File: src/rtl/lock_pkg.sv
// Shared definitions for the digital lock: state encoding, special keys and
// the digit-packing convention (digit i lives in code[4i+3:4i]).
package lock_pkg;

  typedef enum logic [2:0] {
    S_INIT    = 3'd0,
    S_ARM     = 3'd1,
    S_CHECK   = 3'd2,
    S_OPEN    = 3'd3,
    S_PROG    = 3'd4,
    S_LOCKOUT = 3'd5
  } state_t;

  localparam logic [3:0] ENTER_BUTTON = 4'hF;
  localparam logic [3:0] PROG_BUTTON  = 4'hE;
  localparam int         MAX_DIGITS   = 6;
  localparam int         DIGIT_W      = 4;
  localparam int         CODE_W       = MAX_DIGITS * DIGIT_W;

  // Returns code with the nibble at position idx replaced by digit.
  function automatic logic [CODE_W-1:0] put_digit(input logic [CODE_W-1:0] code,
                                                  input logic [2:0]        idx,
                                                  input logic [3:0]        digit);
    logic [CODE_W-1:0] r;
    r = code;
    for (int i = 0; i < MAX_DIGITS; i++) begin
      if (idx == 3'(i)) r[i*DIGIT_W +: DIGIT_W] = digit;
    end
    return r;
  endfunction

endpackage

File: src/rtl/lock_timer.sv
// Loadable down-counter; expire pulses for one cycle when the count reaches 1,
// so a load of N yields exactly N cycles before the owner moves on.
module lock_timer #(
  parameter int W = 5
) (
  input  logic         CLK,
  input  logic         RST,
  input  logic         load,
  input  logic [W-1:0] load_val,
  output logic         expire
);

  localparam logic [W-1:0] ONE = W'(1);

  logic [W-1:0] cnt;

  always_ff @(posedge CLK) begin
    if (RST)              cnt <= '0;
    else if (load)        cnt <= load_val;
    else if (cnt != '0)   cnt <= cnt - ONE;
  end

  assign expire = (cnt == ONE);

endmodule

File: src/rtl/lock_controller.sv
// Top-level lock sequencer: arms the code checker, applies the unlock window,
// failed-attempt lockout and the programming mode that replaces the stored code.
module lock_controller
  import lock_pkg::*;
#(
  parameter int                MAX_TRIES      = 3,
  parameter int                OPEN_CYCLES    = 8,
  parameter int                LOCKOUT_CYCLES = 16,
  parameter logic [CODE_W-1:0] DEFAULT_CODE   = 24'h000321,
  parameter int                DEFAULT_LENGTH = 3
) (
  input  logic              CLK,
  input  logic              RST,
  input  logic [3:0]        BUTTON,
  input  logic              BPRESS,
  input  logic              CHK_DONE,
  input  logic              CHK_SUCCESS,
  output logic              CHK_GO,
  output logic [CODE_W-1:0] CODE,
  output logic [2:0]        LENGTH,
  output logic              UNLOCKED,
  output logic              LOCKED_OUT,
  output logic              PROG_MODE,
  output logic [2:0]        FAIL_COUNT
);

  localparam int         TMAX     = (OPEN_CYCLES > LOCKOUT_CYCLES) ? OPEN_CYCLES : LOCKOUT_CYCLES;
  localparam int         TW       = $clog2(TMAX + 1);
  localparam logic [2:0] LAST_TRY = 3'(MAX_TRIES - 1);
  localparam logic [2:0] DIG_MAX  = 3'(MAX_DIGITS);

  state_t            state, state_nx;
  logic              t_load, t_exp;
  logic [TW-1:0]     t_val;
  logic [CODE_W-1:0] code_r, prog_buf;
  logic [2:0]        len_r, dig_cnt, fail_cnt;

  logic press_prog, press_enter, press_digit, verdict_ok, verdict_bad, last_try;

  assign press_prog  = BPRESS && (BUTTON == PROG_BUTTON);
  assign press_enter = BPRESS && (BUTTON == ENTER_BUTTON);
  assign press_digit = BPRESS && !press_prog && !press_enter;
  assign verdict_ok  = CHK_DONE && CHK_SUCCESS;
  assign verdict_bad = CHK_DONE && !CHK_SUCCESS;
  assign last_try    = (fail_cnt == LAST_TRY);

  // OPEN and LOCKOUT never overlap, so one timer serves both windows.
  lock_timer #(.W(TW)) u_timer (
    .CLK      (CLK),
    .RST      (RST),
    .load     (t_load),
    .load_val (t_val),
    .expire   (t_exp)
  );

  always_ff @(posedge CLK) begin
    if (RST) state <= S_INIT;
    else     state <= state_nx;
  end

  always_comb begin
    state_nx = state;
    case (state)
      S_INIT:    state_nx = S_ARM;
      S_ARM:     state_nx = S_CHECK;
      S_CHECK: begin
        if (verdict_ok)       state_nx = S_OPEN;
        else if (verdict_bad) state_nx = last_try ? S_LOCKOUT : S_ARM;
      end
      // A PROG press on the expiry cycle takes priority over closing.
      S_OPEN: begin
        if (press_prog)       state_nx = S_PROG;
        else if (t_exp)       state_nx = S_ARM;
      end
      S_PROG: begin
        if (press_enter || press_prog) state_nx = S_ARM;
      end
      S_LOCKOUT: begin
        if (t_exp)            state_nx = S_ARM;
      end
      default:                state_nx = S_INIT;
    endcase
  end

  always_comb begin
    t_load = (state == S_CHECK) && (verdict_ok || (verdict_bad && last_try));
    t_val  = CHK_SUCCESS ? TW'(OPEN_CYCLES) : TW'(LOCKOUT_CYCLES);
  end

  always_comb begin
    CHK_GO     = 1'b0;
    UNLOCKED   = 1'b0;
    LOCKED_OUT = 1'b0;
    PROG_MODE  = 1'b0;
    case (state)
      S_ARM:     CHK_GO     = 1'b1;
      S_OPEN:    UNLOCKED   = 1'b1;
      S_PROG: begin
        UNLOCKED  = 1'b1;
        PROG_MODE = 1'b1;
      end
      S_LOCKOUT: LOCKED_OUT = 1'b1;
      default: ;
    endcase
  end

  // Code/length only change on a PROG commit, when the checker is idle.
  always_ff @(posedge CLK) begin
    if (RST) begin
      code_r   <= DEFAULT_CODE;
      len_r    <= 3'(DEFAULT_LENGTH);
      fail_cnt <= '0;
      prog_buf <= '0;
      dig_cnt  <= '0;
    end else begin
      case (state)
        S_CHECK: begin
          if (verdict_ok)       fail_cnt <= '0;
          else if (verdict_bad) fail_cnt <= last_try ? 3'd0 : fail_cnt + 3'd1;
        end
        S_OPEN: begin
          if (press_prog) begin
            prog_buf <= '0;
            dig_cnt  <= '0;
          end
        end
        S_PROG: begin
          if (press_digit && (dig_cnt < DIG_MAX)) begin
            prog_buf <= put_digit(prog_buf, dig_cnt, BUTTON);
            dig_cnt  <= dig_cnt + 3'd1;
          end else if (press_enter && (dig_cnt != 3'd0)) begin
            code_r <= prog_buf;
            len_r  <= dig_cnt;
          end
        end
        default: ;
      endcase
    end
  end

  assign CODE       = code_r;
  assign LENGTH     = len_r;
  assign FAIL_COUNT = fail_cnt;

endmodule

File: config.mk
export PLATFORM = sky130hd
export DESIGN_NAME = lock_controller
export DESIGN_NICKNAME = d
export VERILOG_FILES = /design/src/rtl/lock_pkg.sv /design/src/rtl/lock_timer.sv /design/src/rtl/lock_controller.sv
export SDC_FILE = /design/constraint.sdc
export NUM_CORES = 1
export LEC_CHECK = 0
export CAP_MARGIN = 20
export CELL_PAD_IN_SITES_DETAIL_PLACEMENT = 0
export CELL_PAD_IN_SITES_GLOBAL_PLACEMENT = 1
export CORE_ASPECT_RATIO = 1.2
export CORE_MARGIN = 2
export CORE_UTILIZATION = 40
export DETAILED_ROUTE_END_ITERATION = 10
export PLACE_DENSITY = 0.87
export SYNTH_ARGS = -nofsm -noshare
export SYNTH_HDL_FRONTEND = slang
export SYNTH_SLANG_ARGS = --single-unit
File: constraint.sdc
create_clock -name CLK -period 2.1 [get_ports CLK]
set_clock_uncertainty 0.1 [all_clocks]
set_input_delay 0.315 -clock CLK [delete_from_list [all_inputs] [get_ports CLK]]
set_output_delay 0.315 -clock CLK [all_outputs]
set_load 0.05 [all_outputs]
# --- Yosys cells after proc, flatten, opt, wreduce, memory -nomap -nowiden ---
# Index checks and enable logic that the tools add are counted.
op_classes:
  n_addsub: 3
  n_lt_le_gt_ge: 1
  eq_ne: 24
  muxes: 29
  n_bitwise: 1
  reduce_logical: 33
ops:
  columns: ["operator", "n"]
  rows:
  - ["$mux 24", 2]
  - ["$pmux 24 s2", 1]
  - ["$mux 3", 11]
  - ["$mux 4", 6]
  - ["$reduce_and 4->1", 6]
  - ["$ne 2x2->1 const B", 9]
  - ["$pmux 3 s6", 1]
  - ["$eq 3x2->1 const B", 5]
  - ["$mux 5", 3]
  - ["$eq 3x3->1 const B", 4]
  - ["$logic_and 1x1->1", 10]
  - ["$eq 4x4->1 const B", 2]
  - ["$add 3x1->3 const B", 2]
  - ["$eq 3x1->1 const B", 2]
  - ["$logic_not 3->1", 2]
  - ["$pmux 3 s2", 1]
  - ["$reduce_and 3->1", 2]
  - ["$reduce_bool 2->1", 3]
  - ["$eq 5x1->1 const B", 1]
  - ["$reduce_bool 5->1", 1]
  - ["$sub 5x1->5 const B", 1]
  - ["$mux 1", 4]
  - ["$reduce_and 2->1", 2]
  - ["$logic_not 1->1", 3]
  - ["other kinds (6)", 7]
totals:
  register_bits: 65
  output_inout_bits: 34
  elab_cells: 103

# --- Longest topological paths before layout ---
# Gate-level depths: netlist of the first run.
logic_depth:
  depth_word: 8
  ltp_mapped: 7
  ltp_nobuf: 6

# --- Hierarchy ---
# From an unflattened synthesis of the first run, not the netlist that was laid out.
hier_totals:
  cells_unflattened: 355
  hier_area_um2: 2996.6
modules_own_cells:
  columns: ["module", "n_inst", "cells_each", "area_each_um2", "seq_area_each_um2"]
  rows:
  - ["lock_controller", 1, 320, 2687.6, 1201.2]
  - ["lock_timer", 1, 35, 309.0, 100.1]

# --- Worst setup path before layout of the first run ---
# OpenSTA, ideal clock, no wires.
synth_path:
  path_kind: "flip-flop to flip-flop"
  start: "reg state[0]"
  end: "reg state[0]"
  setup_ps: 124
  t_arrival_ps: 2093
  setup_slack_ps: -217
  stages_incl_launch_ff: 6
  path_buffers: 1
  path_cell_list: "dfxtp_1 -> clkbuf_1 -> nor3b_1 -> nor2_1 -> nand3_1 -> nor2_1"
synth_via:
  elab_chain_len: 3
  elab_cells_between_ends: 12
  classes_between: "eq/ne (7); mux (3); reduce/logical (2)"
synth_rtl:
  columns: ["element", "line", "rtl"]
  rows:
  - ["from (decl)", "lock_controller.sv:32", "state_t state, state_nx;"]
  - ["from (signal assigned)", "lock_controller.sv:58", "else state <= state_nx;"]
  - ["$eq 3x2->1 (tied with other cells)", "lock_controller.sv:63", "case (state)"]
  - ["$ne 3x3->1 (no line) (tied with other cells)", null, null]
  - ["$reduce_and 2->1 (no line) / $pmux 3 s6 (equally long branches)", null, null]
# Parallel ways exist; a longest one is shown, timed or not.
# A chain may end at the register's enable or synchronous reset.

# --- Worst setup path after layout of the first run ---
layout_path:
  start: "reg fail_cnt[1] (netlist: FAIL_COUNT[1])"
  end: "out FAIL_COUNT[1]"
layout_rtl:
  columns: ["element", "line", "rtl"]
  rows:
  - ["from (decl)", "lock_controller.sv:36", "logic [2:0] len_r, dig_cnt, fail_cnt;"]
  - ["from (signal assigned)", "lock_controller.sv:119", "else if (verdict_bad) fail_cnt <= last_try ? 3'd0 : fail_cnt + 3'd1;"]
  - ["to (decl)", "lock_controller.sv:24", "output logic [2:0] FAIL_COUNT"]
# No word-level cell between the ends.

==> results of run 1 <==
==> layout make-up <==
class / count / area (sq um)
multi-input cells: 227 / 1350
clock inverters: 6 / 60.1
fillers: 645 / 3070
flip-flops and latches: 65 / 1300
well taps: 87 / 109
inverters: 8 / 30.0
clock buffers: 9 / 124
repair buffers: 70 / 686
==> per-stage QoR <==
stage               power, mW  utilization  cell area (sq um)  std cells
finish                   2.72        0.543               3660        472
global route             2.88        0.543               3660        472
CTS                      2.75        0.542               3650        471
detailed placement       1.74        0.515               3460        456
global placement         1.72        0.515               3460        456
floorplan                1.62            -               2740        315
==> kinds of logic after synthesis <==
| kind of cell | Yosys count |
|---|---|
| xor+xnor | 2 |
| flops | 65 |
| mux | 1 |
| buf+inv | 23 |
| simple gates | 140 |
| compound gates | 76 |
| fa+ha+maj | 8 |
==> layer usage <==
layer  routed length (um)  vias to the layer above  part of all wire  global-route usage
met3                  180                       10             0.029              0.0430
met4                  114                        0             0.018              0.0819
met1                 2790                     1141              0.45               0.218
met5                    0                        -                 0                   0
li1                     -                     1246                 -                   -
met2                 3120                       36              0.50               0.304
==> power breakdown <==
group,switching (mW),internal [mW]
logic,0.210,0.176
registers,0.0464,1.28
clock network,0.480,0.534
==> path summary, 6_finish.rpt <==
check / start / endpoint / cells past startpoint
min reg2reg: prog_buf[21]$_SDFFE_PP0P_ / CODE[21]$_SDFFE_PP0P_ / 2
max: FAIL_COUNT[1]$_SDFFE_PP0P_ / FAIL_COUNT[1] / 1
max reg2reg: state[1]$_SDFFE_PP0P_ / prog_buf[7]$_SDFFE_PP0P_ / 4
min: prog_buf[21]$_SDFFE_PP0P_ / CODE[21]$_SDFFE_PP0P_ / 2
==> sequential cells by signal (all words and copies together) (netlist names) <==
register	cells
CODE	24
u_timer.cnt	5
state	3
prog_buf	24
LENGTH	3
dig_cnt	3
FAIL_COUNT	3
==> repair_timing <==
action / 4_1_cts / 5_1_grt
buffers inserted: 0 / 1
gates resized for setup: 0 / 1
setup endpoints to repair: 0 / 18
endpoints found under the hold margin: 0 / 0
==> cell usage in the layout, fill, tap and decap left out, drive strengths merged, types with 3 or more instances in the layout <==
cell type and n:
a22o 4, o2bb2ai 3, inv 8, clkbuf 9, nor3 10, nand2 49, nand2b 8, nor2 34
a31o 16, a21oi 34, nor3b 4, ha 8, and4 3, buf 32, nand3 7, clkinv 3
clkdlybuf4s50 37, dfxtp 65, nand4 9, nand3b 4, a211o 3, o21ai 6
==> results.cfg, run 1 <==
[run_status]
status = finished, final reports clean

[synth]
synth.avg_cell_area_sq_um = 8.69
synth_common_cells = 65 x dfxtp_1, 49 x nand2_1, 34 x a21oi_1, 34 x nor2_1, 16 x a31o_1
netlist_area_sq_mm = 0.00274
synthAdderAreaFrac = 0.0366
async_flop_share = 0
yosys-top-cells-area = dfxtp_1 48%, nand2_1 6.7%, a21oi_1 6.2%
synth-main-ff-cell = dfxtp_1
syn-num-nets = 332
syn_inst = 315
synth_compound_area_frac = 0.187
synth_top_family_by_area = simple AND/OR/NAND/NOR gates
synth.most_common_cell = dfxtp_1
synth_top_area_frac = 0.476
synth-edff-count = 0
synth-simple-area-share = 0.257
synth-seq-cells = 65
synth-seq-area-share = 0.476
yosys.cell_types.count = 43
ys.warnings.count = 0
yosys.area.top_type = dfxtp_1
synth_xor_area_frac = 0.00640
synth_mux_area_frac = 0.00366

[placed_design]
post-place-ws_ns = -0.0734
hpwl_um = 4550
place_congestion = 0.855
io_buffer_count = 42

[timing]
fmax_ghz = 0.505
finalWorstSetupSlack_ns = 0.119
rsz0062_at_grt = no
setup-violations-final = 0
whs_ns = 0.353
fin_crit_sh = 0.943
finalSetupTns_ns = 0
tightestPinTransition_ns = 1.06
drv_slew = 0
period_needed_ns = 1.98
hold_viol_final = 0
timing.slew.headroom = 0.289

[floorplan]
rows = 33
coreArea_sq_mm = 0.00673
num_io_pins = 43
die_h_um = 94.6
initial_utilization = 0.407
die_x_um = 79.5
dieArea_sq_mm = 0.00752

[global_route]
grt_pass1_vias = 2247
grt_usage = 0.181
antenna_found_initial = 0
overflow = 0
grt_start_max_net_pins = 25
grt_pass1_wl_um = 10600

[routing]
wl_per_cell_um = 13.2
via_count = 2433
via_per_inst = 5.15
first_pass_iters = 5
drt_iter0_drc = 151
ant_nets = 0
totalWireLength_um = 6210
drc = 0

[worst_setup_path]
max_stage_delay_ns = 0.83
worstSetupPathType = flop to primary output
crit_chain = clkdlybuf4s50_1
worst-path-buf-inv = 1
slowest_stage = clkdlybuf4s50_1
critPathTopFamily = buffers and inverters
crit_arrival_ns = 1.57
cp-start-kind = flop
cp_max_fo = 6
end_kind = primary output
cp.required_ns = 1.68
r2r_slack_ns = 0.16

[clocking]
cts_tree = built
root_buffer = clkbuf_8
clockBufferDepth = 2
insertion_delay_ns = 0.34
cts.clk_slew.worst_paths_ns = 0.08
clkSinkCount = 65
htree_levels = 3
cts_hold_buf = 0
cts_buffers = 9

[power_and_ir_drop]
power_leakage_nw = 1.32
ir_drop_mv = 0.580
p_per_area_mw_per_mm2 = 745

[final_layout]
layout-drive-gt1-share = 0.138
syn_to_final_growth_pct = 33.7
num_antenna_cells = 0
final_nets = 398

[worst_hold_path]
hp-class = flop to flop

[run]
maxCapViolations = 0
Power figures use the tool's default switching activity.
==> run 2, diff against run 1 <==
--- a/config.mk
+++ b/config.mk
@@ -13,6 +13,7 @@
 export CORE_UTILIZATION = 40
 export DETAILED_ROUTE_END_ITERATION = 10
 export PLACE_DENSITY = 0.87
+export SETUP_SLACK_MARGIN = 0.02
 export SYNTH_ARGS = -nofsm -noshare
 export SYNTH_HDL_FRONTEND = slang
 export SYNTH_SLANG_ARGS = --single-unit
==> results.cfg, run 2 (synthesis gave the netlist of run 1 again) <==
[worst_setup_path]
max_stage_delay_ns = 0.83
crit_arrival_ns = 1.57
critPathTopFamily = buffers and inverters
end_kind = primary output
slowest_stage = clkdlybuf4s50_1
worstSetupPathType = flop to primary output
cp.required_ns = 1.68
worst-path-buf-inv = 1
crit_chain = clkdlybuf4s50_1
cp_max_fo = 6
cp-start-kind = flop

[floorplan]
rows = 33
die_x_um = 79.5
die_h_um = 94.6
num_io_pins = 43
dieArea_sq_mm = 0.00752
coreArea_sq_mm = 0.00673
initial_utilization = 0.407

[routing]
drt_iter0_drc = 127
first_pass_iters = 4
totalWireLength_um = 6220
ant_nets = 0
drc = 0
via_per_inst = 5.14
via_count = 2427
wl_per_cell_um = 13.2

[clocking]
clockBufferDepth = 2
cts_hold_buf = 0
cts.clk_slew.worst_paths_ns = 0.07
htree_levels = 3
cts_tree = built
insertion_delay_ns = 0.35
root_buffer = clkbuf_8
cts_buffers = 9
clkSinkCount = 65

[global_route]
grt_pass1_vias = 2245
grt_usage = 0.181
grt_pass1_wl_um = 10600
antenna_found_initial = 0
overflow = 0
grt_start_max_net_pins = 25

[run]
maxCapViolations = 0

[placed_design]
io_buffer_count = 42
place_inst = 456
place_congestion = 0.855
hpwl_um = 4550

[power_and_ir_drop]
power.switching_uw = 741
ir_drop_mv = 0.581
combPwrFrac = 0.142
p_clk_frac = 0.373
switching_share = 0.272
intPower_mw = 1.99
p_per_area_mw_per_mm2 = 747
seq_power_share = 0.485
power_leakage_nw = 1.30

[final_layout]
final_cell_mix = 65 x dfxtp_1, 49 x nand2_1, 37 x clkdlybuf4s50_1
layout-drive-gt1-share = 0.138
num_antenna_cells = 0
syn_to_final_growth_pct = 33.5
final_nets = 398
multi_input_area_sq_mm = 0.00135
fill_cells = 643
mostFrequentLayoutCell = dfxtp_1
regArea_sq_mm = 0.00130
post-route-util = 0.543
final_cells = 472

[timing]
tightestPinTransition_ns = 1.06
timing.slew.headroom = 0.290
rsz0062_at_grt = no
drv_slew = 0
fin_crit_sh = 0.945
period_needed_ns = 1.99
fmax_ghz = 0.504
setup-violations-final = 0
hold_viol_final = 0

[worst_hold_path]
hp-class = flop to flop

[run_status]
status = finished, final reports clean
[run 2: changes by cell type in the layout (fill, tap and decap cells not counted), sizes merged]
| cell | before | now |
|---|---|---|
| dlymetal6s2s | 1 | 0 |
| dlygate4sd2 | 0 | 1 |
[run 2: per-layer routing]
| metal | track usage | part of all wire | vias up |
|---|---|---|---|
| met5 | 0 | 0 | - |
| met1 | 0.218 | 0.45 | 1134 |
| met2 | 0.304 | 0.50 | 36 |
| met4 | 0.0819 | 0.019 | 0 |
| met3 | 0.0430 | 0.032 | 10 |
| li1 | - | - | 1247 |
[run 2: layout make-up]
class	count	share of cell area
Timing Repair Buffer	70	0.187
Clock inverter	6	0.0164
Inverter	8	0.00822
Tap cell	87	0.0298
Multi-Input combinational cell	227	0.369
Sequential cell	65	0.356
Clock buffer	9	0.0339
[run 2: power by group through the flow]
stage          logic (mW)  registers [mW]  clock network (mW)
2_1_floorplan       0.273            1.34                   0
3_3_place_gp        0.375            1.35                   0
3_5_place_dp        0.387            1.35                   0
4_1_cts             0.389            1.32                1.04
5_1_grt             0.449            1.33                1.10
6_report            0.386            1.32                1.02
[run 2: metrics by stage]
stage	worst slack [ns]	area [sq um]	power, mW	setup TNS (ns)	hold slack (ns)
final	0.115	3650	2.73	0	0.354
after global placement	-0.0144	3460	1.72	-0.186	0.345
after floorplan	0.251	2740	1.62	0	0.332
after global routing	0.0547	3650	2.88	0	0.372
after detailed placement	-0.0734	3460	1.74	-1.04	0.348
after CTS	0.0953	3650	2.75	0	0.358
[run 2: path summary, 6_finish.rpt]
path	cells past startpoint	to	startpoint	slack, ns
hold reg to reg	2	CODE[7]$_SDFFE_PP0P_	CODE[7]$_SDFFE_PP0P_	0.35
setup / recovery	1	FAIL_COUNT[1]	FAIL_COUNT[1]$_SDFFE_PP0P_	0.11
setup reg to reg	4	prog_buf[7]$_SDFFE_PP0P_	state[1]$_SDFFE_PP0P_	0.16
hold / removal	2	CODE[7]$_SDFFE_PP0P_	CODE[7]$_SDFFE_PP0P_	0.35
[run 2: repair_timing]
action / in CTS / in global routing
resized for setup: 1 / 0
gates cloned: 0 / 0
endpoints found under the setup margin: 1 / 18
buffers inserted: 0 / 1
pin swaps: 0 / 1
[run 2: worst reg2reg max path, cell delays in order, from the launching register on]
cell,delay (ns)
dfxtp_1,0.40
nand3b_1,0.22
nor3_2,0.08
nor2_1,0.80
a31o_1,0.28
==> run 3, diff against run 2 <==
--- a/config.mk
+++ b/config.mk
@@ -5,6 +5,7 @@
 export SDC_FILE = /design/constraint.sdc
 export NUM_CORES = 1
 export LEC_CHECK = 0
+export ABC_CLOCK_PERIOD_IN_PS = 2100
 export CAP_MARGIN = 20
 export CELL_PAD_IN_SITES_DETAIL_PLACEMENT = 0
 export CELL_PAD_IN_SITES_GLOBAL_PLACEMENT = 1
==> results of run 3 <==
Final layout, timing and power as in run 2 (identical DEF).
